===== config.mk =====
export PLATFORM = sky130hd
export DESIGN_NAME = fetch_stage_component
export DESIGN_NICKNAME = d
export VERILOG_FILES = /design/src/rtl/fetch_stage_component_pkg.sv /design/src/rtl/fetch_stage_component_sat_counter16.sv /design/src/rtl/fetch_stage_component.sv
export SDC_FILE = /design/constraint.sdc
export NUM_CORES = 1
export LEC_CHECK = 0
export CORE_MARGIN = 2
export CORE_UTILIZATION = 30
export DETAILED_ROUTE_END_ITERATION = 12
export PLACE_DENSITY = 0.53
export SLEW_MARGIN = 15
export SYNTH_ARGS = -nofsm -noshare
export SYNTH_HDL_FRONTEND = slang
export SYNTH_SLANG_ARGS = --single-unit

===== constraint.sdc =====
create_clock -name clock -period 2.1 [get_ports clock]
set_clock_uncertainty 0.1 [all_clocks]
set_input_delay 0.42 -clock clock [delete_from_list [all_inputs] [get_ports clock]]
set_output_delay 0.42 -clock clock [all_outputs]
set_load 0.1 [all_outputs]

===== src/rtl/fetch_stage_component_pkg.sv =====
// fetch_stage_component_pkg
//   Definitions shared by the fetch stage, the hazard detection unit and the
//   other pipeline stages: instruction/address widths, the bubble
//   instruction default, the fetch FSM state encoding, and small PC helper
//   functions.
package fetch_stage_component_pkg;

  localparam int unsigned INST_W = 16;
  localparam int unsigned ADDR_W = 16;

  // Instruction word used as a pipeline bubble unless a stage overrides it.
  localparam logic [INST_W-1:0] NOP_INST_DEFAULT = 16'h0000;

  // Fetch FSM states (2-bit encoding).
  typedef enum logic [1:0] {
    ST_RUN      = 2'd0,
    ST_HOLD     = 2'd1,
    ST_REDIRECT = 2'd2
  } fetch_state_e;

  // Sequential fetch address; wraps modulo 2^ADDR_W.
  function automatic logic [ADDR_W-1:0] next_pc(input logic [ADDR_W-1:0] a);
    return a + ADDR_W'(2);
  endfunction

  // Branch targets are forced halfword aligned.
  function automatic logic [ADDR_W-1:0] align_pc(input logic [ADDR_W-1:0] a);
    return a & ~ADDR_W'(1);
  endfunction

endpackage


===== src/rtl/fetch_stage_component_sat_counter16.sv =====
// sat_counter16
//   16-bit up counter that sticks at 16'hFFFF instead of wrapping.
// Ports:
//   clock   - clock, counts on posedge
//   reset_n - asynchronous active-low reset, clears the count
//   enable  - increment by one this cycle (ignored once saturated)
//   clear   - synchronous clear, takes priority over enable
//   count   - current count value
module sat_counter16 (
  input  logic        clock,
  input  logic        reset_n,
  input  logic        enable,
  input  logic        clear,
  output logic [15:0] count
);

  always_ff @(posedge clock or negedge reset_n) begin
    if (!reset_n) begin
      count <= '0;
    end else if (clear) begin
      count <= '0;
    end else if (enable && (count != '1)) begin
      count <= count + 16'd1;
    end
  end

endmodule


===== src/rtl/fetch_stage_component.sv =====
// fetch_stage_component
//   Instruction fetch stage with IF/ID pipeline register. Advances the PC by
//   one halfword per cycle, freezes on a hazard stall, and squashes/redirects
//   on a taken branch. Tracks hold duration (sticky timeout flag) and keeps
//   saturating stall and flush statistics.
// Parameters:
//   RESET_PC - PC loaded at reset
//   NOP_INST - bubble instruction placed into IF/ID
//   MAX_HOLD - consecutive hold cycles that raise hold_timeout (1..255)
// Ports:
//   clock          - clock, all state changes on posedge
//   reset_n        - asynchronous active-low reset
//   stall          - active-low: 0 = hold fetch and IF/ID, 1 = advance
//   flush          - active-high: branch taken, squash and redirect
//   branch_target  - redirect address, used only while flush=1
//   instruction_in - instruction memory data for address pc (same cycle)
//   pc             - registered fetch address
//   if_id_inst     - registered IF/ID instruction
//   if_id_pc       - registered address of if_id_inst
//   if_id_valid    - 1 = real instruction, 0 = bubble
//   hold_timeout   - sticky flag, hold lasted MAX_HOLD cycles
//   stall_count    - saturating count of cycles spent holding
//   flush_count    - saturating count of accepted flushes
module fetch_stage_component
  import fetch_stage_component_pkg::*;
#(
  parameter logic [ADDR_W-1:0] RESET_PC = 16'h0000,
  parameter logic [INST_W-1:0] NOP_INST = NOP_INST_DEFAULT,
  parameter int unsigned       MAX_HOLD = 8
) (
  input  logic              clock,
  input  logic              reset_n,
  input  logic              stall,
  input  logic              flush,
  input  logic [ADDR_W-1:0] branch_target,
  input  logic [INST_W-1:0] instruction_in,
  output logic [ADDR_W-1:0] pc,
  output logic [INST_W-1:0] if_id_inst,
  output logic [ADDR_W-1:0] if_id_pc,
  output logic              if_id_valid,
  output logic              hold_timeout,
  output logic [15:0]       stall_count,
  output logic [15:0]       flush_count
);

  localparam logic [7:0] MAX_HOLD_L = 8'(MAX_HOLD);

  fetch_state_e state_q, state_d;
  logic         do_fetch, do_hold, do_redirect;
  logic [7:0]   hold_q, hold_d;

  // State register
  always_ff @(posedge clock or negedge reset_n) begin
    if (!reset_n) begin
      state_q <= ST_RUN;
    end else begin
      state_q <= state_d;
    end
  end

  // Next-state logic; flush overrides everything
  always_comb begin
    state_d = state_q;
    if (flush) begin
      state_d = ST_REDIRECT;
    end else begin
      case (state_q)
        ST_RUN:      state_d = stall ? ST_RUN : ST_HOLD;
        ST_HOLD:     state_d = stall ? ST_RUN : ST_HOLD;
        ST_REDIRECT: state_d = ST_RUN;
        default:     state_d = ST_RUN;
      endcase
    end
  end

  // Action decode. After a redirect IF/ID holds a bubble, so a stall
  // request has nothing to protect and the fetch proceeds anyway.
  always_comb begin
    do_redirect = flush;
    do_fetch    = 1'b0;
    do_hold     = 1'b0;
    if (!flush) begin
      if (state_q == ST_REDIRECT || stall) begin
        do_fetch = 1'b1;
      end else begin
        do_hold = 1'b1;
      end
    end
  end

  // Hold-length counter: starts at 1 on entering HOLD, saturates at 255
  always_comb begin
    hold_d = hold_q;
    if (do_redirect || do_fetch) begin
      hold_d = '0;
    end else if (do_hold) begin
      if (state_q != ST_HOLD) begin
        hold_d = 8'd1;
      end else if (hold_q != '1) begin
        hold_d = hold_q + 8'd1;
      end
    end
  end

  // Fetch datapath and IF/ID register
  always_ff @(posedge clock or negedge reset_n) begin
    if (!reset_n) begin
      pc           <= RESET_PC;
      if_id_inst   <= NOP_INST;
      if_id_pc     <= '0;
      if_id_valid  <= 1'b0;
      hold_q       <= '0;
      hold_timeout <= 1'b0;
    end else begin
      hold_q <= hold_d;
      if (do_hold && (hold_d >= MAX_HOLD_L)) begin
        hold_timeout <= 1'b1;
      end
      if (do_redirect) begin
        pc          <= align_pc(branch_target);
        if_id_inst  <= NOP_INST;
        if_id_pc    <= '0;
        if_id_valid <= 1'b0;
      end else if (do_fetch) begin
        pc          <= next_pc(pc);
        if_id_inst  <= instruction_in;
        if_id_pc    <= pc;
        if_id_valid <= 1'b1;
      end
    end
  end

  sat_counter16 u_stall_count (
    .clock   (clock),
    .reset_n (reset_n),
    .enable  (do_hold),
    .clear   (1'b0),
    .count   (stall_count)
  );

  sat_counter16 u_flush_count (
    .clock   (clock),
    .reset_n (reset_n),
    .enable  (do_redirect),
    .clear   (1'b0),
    .count   (flush_count)
  );

endmodule

# == Word level (Yosys, flattened, before mapping) ==
# Cells that the tools add are included.
# op_classes
reduce_logical,8
eq_ne,6
order_cmp,1
mux,19
addsub,4
# ops
cell,count
$mux W16,6
$add A16 B1 Y16 const B,2
$mux W8,4
$ne A16 B16 Y1 const B,2
$add A16 B2 Y16 const B,1
$add A8 B1 Y8 const B,1
$ge A8 B4 Y1 const B,1
$mux W1,8
$ne A8 B8 Y1 const B,1
$logic_and A1 B1 Y1,3
$eq A2 B1 Y1 const B,1
$eq A2 B2 Y1 const B,1
$logic_not A2 Y1,1
$logic_or A1 B1 Y1,2
$mux W2,1
$ne A2 B1 Y1 const B,1
$reduce_bool A2 Y1,1
$reduce_or A2 Y1,1
# word_totals
register_bits,92
out_inout_bits,82
word_cells,47
input_bits,36

# == Depth between registers and ports, before layout ==
# Gate-level depths: netlist (run 1).
# logic_depth
depth_word,8
ltp_mapped,6

# == Hierarchy ==
# From an unflattened synthesis (run 1), not the netlist that was laid out.
# unflattened
hier_cells,487
area_unflattened_um2,4543.1
# by_module_without_submodules
module,cells_each,instances,area_per_inst_um2
fetch_stage_component,291,1,2658.8
sat_counter16,98,2,942.2

# == Least setup slack after synthesis (run 1) ==
# No wires, ideal clock.
# synth_path
path_type,reg2reg
start,reg u_stall_count.count[0]
end,reg u_stall_count.count[1]
required_ps,1874
slack_ps,-315
stages_incl_launch_ff,7
period_less_slack_ps,2415
arrival_time_ps,2189
path_cell_list,dfrtp_1 > ha_1 > nand3_1 > nor3_1 > and2_1 > nor2_1 > mux2_2
# synth_between
elab_chain_len,2
word_cells_on_any_way,3
classes_between,1 x add/sub; 1 x eq/ne; 1 x reduce/logical
# synth_rtl
item,line_no,source
start: declaration,fetch_stage_component_sat_counter16.sv:14,output logic [15:0] count
start signal: assignment,fetch_stage_component_sat_counter16.sv:23,count <= count + 16'd1;
"parallel branches: the longest is 2 deep, another holds $add A16 B1 Y16",n/a,
# Several ways; the timed one is not identified.
# A chain may end at the register's enable or synchronous reset.

# == Worst setup path after layout (run 1) ==
# layout_path
start,reg hold_q[0]
end,reg hold_timeout
# layout_between
elab_chain_len,7
word_cells_on_any_way,8
classes_between,1 x add/sub; 1 x order compare; 1 x eq/ne; 4 x mux; 1 x reduce/logical
# layout_rtl
item,line_no,source
start: declaration,fetch_stage_component.sv:50,"logic [7:0] hold_q, hold_d;"
start signal: assignment,fetch_stage_component.sv:115,hold_q <= hold_d;
$add A8 B1 Y8 or $ne A8 B8 Y1 (tied branches),"fetch_stage_component.sv:100, fetch_stage_component.sv:99",
$mux W8 (*),fetch_stage_component.sv:99,end else if (hold_q != '1) begin
$mux W8 (*),fetch_stage_component.sv:97,if (state_q != ST_HOLD) begin
$mux W8 (*),fetch_stage_component.sv:96,end else if (do_hold) begin
$mux W8 (*),fetch_stage_component.sv:94,if (do_redirect || do_fetch) begin
via hold_d[5],fetch_stage_component.sv:50,
$ge A8 B4 Y1 (*),fetch_stage_component.sv:116,if (do_hold && (hold_d >= MAX_HOLD_L)) begin
$logic_and A1 B1 Y1 (*),fetch_stage_component.sv:116,
end signal: assignment,fetch_stage_component.sv:113,hold_timeout <= 1'b0;
end signal: assignment,fetch_stage_component.sv:117,hold_timeout <= 1'b1;
end: declaration,fetch_stage_component.sv:41,"output logic hold_timeout,"
# Mark *: on every way through the listed nets, which the timed path passes. The rest lies on a longest branch.

==> impl_metrics.tcl, run 1 <==
set metrics [dict create \
    stdcell_count 747 \
    rows 43 \
    hold_viol_final 0 \
    cp.arrival_ns 2.14 \
    dpl.cell_count 730 \
    crit_fanout 5 \
    yosys_warnings 0 \
    dieArea_mm2 0.0149 \
    ys_ff_latch 91 \
    syn-num-nets 464 \
    syn_inst 424 \
    endpoint_kind "flop" \
    syn_area_per_cell_um2 9.87 \
    path_delay_family "simple AND/OR/NAND/NOR gates" \
    wl_per_cell_um 14.9 \
    cts_buffers 9 \
    fin_ws_ns 0.0705 \
    timing.hold.ws_ns 0.370 \
    cts.sink_count 91 \
    post-route-drc-count 0 \
    hpwl_um 8300 \
    period_share_pct 96.6 \
    portBuffers 115 \
    vdd_drop_max_v 0.000809 \
    drv_cap 0 \
    setup_violations 0 \
    dr.pass1.iters 5 \
    place_area_mm2 0.00577 \
    drt_iter0_drc 200 \
    pin_count 118 \
    period_needed_ns 2.03 \
    die_h_um 122 \
    synth.top_cells.by_area "dfrtp_1, nand2_1, nand3_1" \
    gp_congestion 0.807 \
    yosysTopAreaCellShare_pct 54.4 \
    dp_slack_ns -0.216 \
    synth-async-reset-ratio_pct 100 \
    antenna_cells 0 \
    ys_seq_area_share_pct 54.4 \
    postLayoutCoreUtil_pct 44.6 \
    drv_slew 0 \
    design_area_mm2 0.00615 \
    grt_pass1_wl_um 17700 \
    antenna_found_initial 0 \
    pwr_density_cell_mw_per_mm2 1120 \
    dr_total_vias 3682 \
    crit_required_ns 2.21 \
    synth_area_mm2 0.00419 \
    ant_nets 0 \
    die_x_um 122 \
    crit_chain "ha_1 -> and3_2 -> a211oi_1 -> xnor2_1 -> nor2_1 -> or4_1" \
    cts_resized 0 \
    grt_use_total_pct 15.2 \
    drive_gt1_share_pct 31.9 \
    crit_buf_inv 0 \
    clk_latency_ns 0.34 \
    status "complete, no violations" \
    leakage_nw 2.87 \
    clkSlewWorstSetupHoldPaths_ns 0.07 \
    power_mw 6.91 \
    hold_buffers 1 \
    tns_ns 0 \
    critPathMaxStageDelay_ns 0.46 \
    synth_edf_count 0 \
    path_class "reg -> reg" \
    via_per_inst 4.93 \
    max_freq_mhz 493 \
    rsz0062_at_grt "false" \
    htree_levels 3 \
    start_kind "flop" \
    post_cts_buffers 0 \
    nets 602 \
    start_util_pct 30.4 \
    synth_flop_cell "dfrtp_1" \
    grt_pass1_vias 3486 \
    ys_types 50 \
    root_buffer "clkbuf_16" \
    cp_slowest_cell "or4_1" \
    grt_overflow 0 \
    drt_wl_total_um 11200 \
    synth_top_area_cell "dfrtp_1" \
    cts_max_path_buffers 2 \
    worstHoldPathType "reg -> reg" \
    area_delta_synth_final_pct 46.9 \
    cts_tree "yes" \
    core_region_area_mm2 0.0138 \
    grt_max_degree 38 \
]
## cells in the mapped netlist (3+ instances only)
master / count
dfrtp_1: 91
nand2_1: 75
nand3_1: 39
nor2_1: 24
and3_1: 17
xnor2_1: 16
nor3_1: 14
xor2_1: 13
o21ai_0: 12
a21oi_1: 9
inv_1: 9
nand4_1: 9
buf_2: 8
o22ai_1: 8
clkbuf_1: 7
a31oi_1: 6
a22oi_1: 5
and4_1: 5
nor4_1: 5
a211oi_1: 4
ha_1: 4
mux2_2: 4
o31ai_1: 4
a21o_1: 3
buf_1: 3
## flip-flops by register name, summed over array words and instances, names as in the netlist
signal / cells
pc: 15
u_stall_count.count: 16
u_flush_count.count: 16
if_id_pc: 16
hold_q: 8
if_id_valid: 1
if_id_inst: 16
state_q: 2
hold_timeout: 1
## worst reg2reg max path, stage by stage, from the launching register on
cell      delay (ns)
dfrtp_1         0.39
ha_1            0.22
and3_2          0.25
a211oi_1        0.26
xnor2_1         0.16
nor2_1          0.07
or4_1           0.46
## per-layer routing
metal | vias up | wire length (um) | global-route usage (%)
met1 | 1828 | 4990 | 19.2
li1 | 1769 | - | -
met2 | 75 | 5490 | 25.2
met5 | - | 0 | 0
met4 | 0 | 149 | 6.03
met3 | 10 | 533 | 3.46
## cell usage in the layout, fill, tap and decap left out, types with 3 or more instances in the layout
cell type	n
ha_1	4
nand4_1	9
nor2_1	24
clkbuf_16	9
nor3_1	14
a31oi_1	6
o21ai_0	12
and3_1	17
clkdlybuf4s50_1	33
nor4_1	5
xor2_1	13
and4_1	5
o31ai_1	4
buf_4	94
inv_1	9
bufinv_16	4
nand2_1	74
o22ai_1	8
xnor2_1	16
a211oi_1	4
dfrtp_2	37
a21o_1	3
dfrtp_1	54
a22oi_1	5
nand3_1	39
buf_12	18
mux2_2	4
a21oi_1	9
## cells by family (layout without fill, tap and decap cells)
family	Yosys count	after routing	synth area share [%]
AO/OA/AOI/OAI	60	60	9.18
XOR/XNOR	29	29	6.07
adder cells (fa/ha/maj)	4	4	1.20
buffers and inverters	28	171	2.84
flip-flops	91	91	54.4
multiplexers	6	6	1.55
other	1	1	0.0896
AND/OR/NAND/NOR	205	205	24.7
## final timing paths
kind                                       end  slack (ns)     startpoint  cells after the start
worst max-delay path              hold_timeout        0.07      hold_q[0]                      6
worst min-delay path             if_id_inst[0]        0.37  if_id_inst[0]                      2
worst max register to register    hold_timeout        0.07      hold_q[0]                      6
worst min register to register   if_id_inst[0]        0.37  if_id_inst[0]                      2
max in group asynchronous       if_id_inst[12]        0.89        reset_n                      3
min in group asynchronous         hold_timeout        0.45        reset_n                      2
## cell type report
type | count | area, um2
clock buffers | 9 | 225
clock inverters | 7 | 140
fillers | 1371 | 7620
inverters | 9 | 33.8
multi-input cells | 305 | 1790
flip-flops and latches | 91 | 2320
well taps | 180 | 225
repair buffers | 146 | 1410
## power by group
| part | switching, mW | internal [mW] |
|---|---|---|
| clock network | 0.698 | 1.28 |
| logic | 1.99 | 0.668 |
| registers | 0.274 | 2.00 |
| total | 2.96 | 3.95 |
No activity file was read; power rests on OpenSTA's default activity.
==> inputs of run 2 (changes only) <==
--- a/config.mk
+++ b/config.mk
@@ -8,7 +8,7 @@
 export CORE_MARGIN = 2
 export CORE_UTILIZATION = 30
 export DETAILED_ROUTE_END_ITERATION = 12
-export PLACE_DENSITY = 0.53
+export PLACE_DENSITY = 0.51
 export SLEW_MARGIN = 15
 export SYNTH_ARGS = -nofsm -noshare
 export SYNTH_HDL_FRONTEND = slang
==> constraint.sdc (replaced) <==
create_clock -name clock -period 2.23 [get_ports clock]
set_clock_uncertainty 0.1 [all_clocks]
set_input_delay 0.446 -clock clock [delete_from_list [all_inputs] [get_ports clock]]
set_output_delay 0.446 -clock clock [all_outputs]
set_load 0.1 [all_outputs]
==> impl_metrics.tcl, run 2 (synthesized netlist as in run 1, its figures left out) <==
set metrics [dict create \
    status "complete, no violations" \
    setup_violations 0 \
    clkSlewWorstSetupHoldPaths_ns 0.06 \
    period_share_pct 93.0 \
    start_util_pct 30.4 \
    dr.pass1.iters 5 \
    nets 597 \
    root_buffer "clkbuf_16" \
    hold_viol_final 0 \
    post-route-drc-count 0 \
    rsz0062_at_grt "false" \
    via_per_inst 4.82 \
    multi_input_comb_area_mm2 0.00179 \
    die_x_um 122 \
    antenna_found_initial 0 \
    pwr_density_cell_mw_per_mm2 1050 \
    crit_fanout 5 \
    grt_pass1_wl_um 18100 \
    start_kind "flop" \
    design_area_mm2 0.00585 \
    cts.sink_count 91 \
    area_delta_synth_final_pct 39.7 \
    cts_buffers 9 \
    crit_required_ns 2.34 \
    n_fill_cell 1381 \
    grt_overflow 0 \
    wl_per_cell_um 15.2 \
    cp_slowest_cell "or4_1" \
    drv_cap 0 \
    dieArea_mm2 0.0149 \
    grt_max_degree 37 \
    place_area_mm2 0.00552 \
    period_needed_ns 2.07 \
    regArea_mm2 0.00230 \
    dr_total_vias 3571 \
    max_freq_mhz 482 \
    crit_chain "ha_1 -> and3_2 -> a211oi_1 -> xnor2_1 -> nor2_1 -> or4_1" \
    pin_count 118 \
    grt_use_total_pct 15.8 \
    drt_wl_total_um 11300 \
    drive_gt1_share_pct 27.6 \
    cp.arrival_ns 2.19 \
    drt_iter0_drc 176 \
    htree_levels 3 \
    vdd_drop_max_v 0.00129 \
    ant_nets 0 \
    power_mw 6.14 \
    leakage_nw 2.79 \
    path_class "reg -> reg" \
    tns_ns 0 \
    core_region_area_mm2 0.0138 \
    drv_slew 0 \
    final_common_cell "buf_4" \
    clk_latency_ns 0.34 \
    cts_max_path_buffers 2 \
    timing.hold.ws_ns 0.366 \
    rows 43 \
    antenna_cells 0 \
    endpoint_kind "flop" \
    hpwl_um 8280 \
    grt_pass1_vias 3540 \
    gp_congestion 0.752 \
    mostFrequentLayoutCells "buf_4, nand2_1, dfrtp_1" \
    worstHoldPathType "reg -> reg" \
    critPathMaxStageDelay_ns 0.45 \
    portBuffers 115 \
    die_h_um 122 \
    cts_tree "yes" \
]
-- run 2: changes by cell type in the layout (fill, tap and decap cells not counted), sizes merged --
cell	delta
buf	-5
clkbuf	+5
bufinv	-3
clkinvlp	-2
clkinv	-1
-- run 2: path summary, 6_finish.rpt --
check	from	end	slack, ns	cells past startpoint
setup reg to reg	hold_q[0]	hold_timeout	0.16	6
min in group asynchronous	reset_n	hold_q[5]	0.50	2
max in group asynchronous	reset_n	pc[8]	0.94	3
hold reg to reg	if_id_pc[6]	if_id_pc[6]	0.37	2
hold / removal	if_id_pc[6]	if_id_pc[6]	0.37	2
setup / recovery	hold_q[0]	hold_timeout	0.16	6
-- run 2: what timing repair did --
item / 4_1_cts / 5_1_grt
hold buffers: 1 / 0
setup endpoints to repair: 0 / 0
setup buffers: 0 / 0
hold endpoints to repair: 29 / 0
resized for setup: 0 / 0
-- run 2: critical path: cells and delay by family (launching register included) --
family | cells | cell delay (ns)
flip-flops | 1 | 0.43
AO/OA/AOI/OAI | 1 | 0.26
adder cells (fa/ha/maj) | 1 | 0.23
AND/OR/NAND/NOR | 3 | 0.77
XOR/XNOR | 1 | 0.15
-- run 2: area by class of cell --
| class | instances | area share, % |
|---|---|---|
| Clock buffer | 14 | 4.86 |
| Clock inverter | 1 | 0.513 |
| Inverter | 9 | 0.578 |
| Multi-Input combinational cell | 305 | 30.7 |
| Sequential cell | 91 | 39.3 |
| Tap cell | 180 | 3.85 |
| Timing Repair Buffer | 141 | 20.2 |
-- run 2: metal layers --
layer	routed length [um]	vias to the layer above	global-route usage (%)
li1	-	1761	-
met1	4980	1712	20.5
met2	5350	85	25.1
met3	738	13	3.93
met4	198	0	6.68
met5	0	-	0
-- run 2: through the flow --
stage / utilization [%] / setup WS (ns) / instances
finish: 42.5 / 0.156 / 741
CTS: 42.5 / 0.156 / 741
floorplan: - / -0.0173 / 424
global route: 42.5 / 0.0109 / 741
global placement: 40.1 / -0.0984 / 725
detailed placement: 40.1 / -0.115 / 725
-- run 2: report_power, final --
| part | internal, mW | switching, mW |
|---|---|---|
| Clock | 0.986 | 0.625 |
| Sequential | 1.87 | 0.251 |
| Combinational | 0.533 | 1.87 |
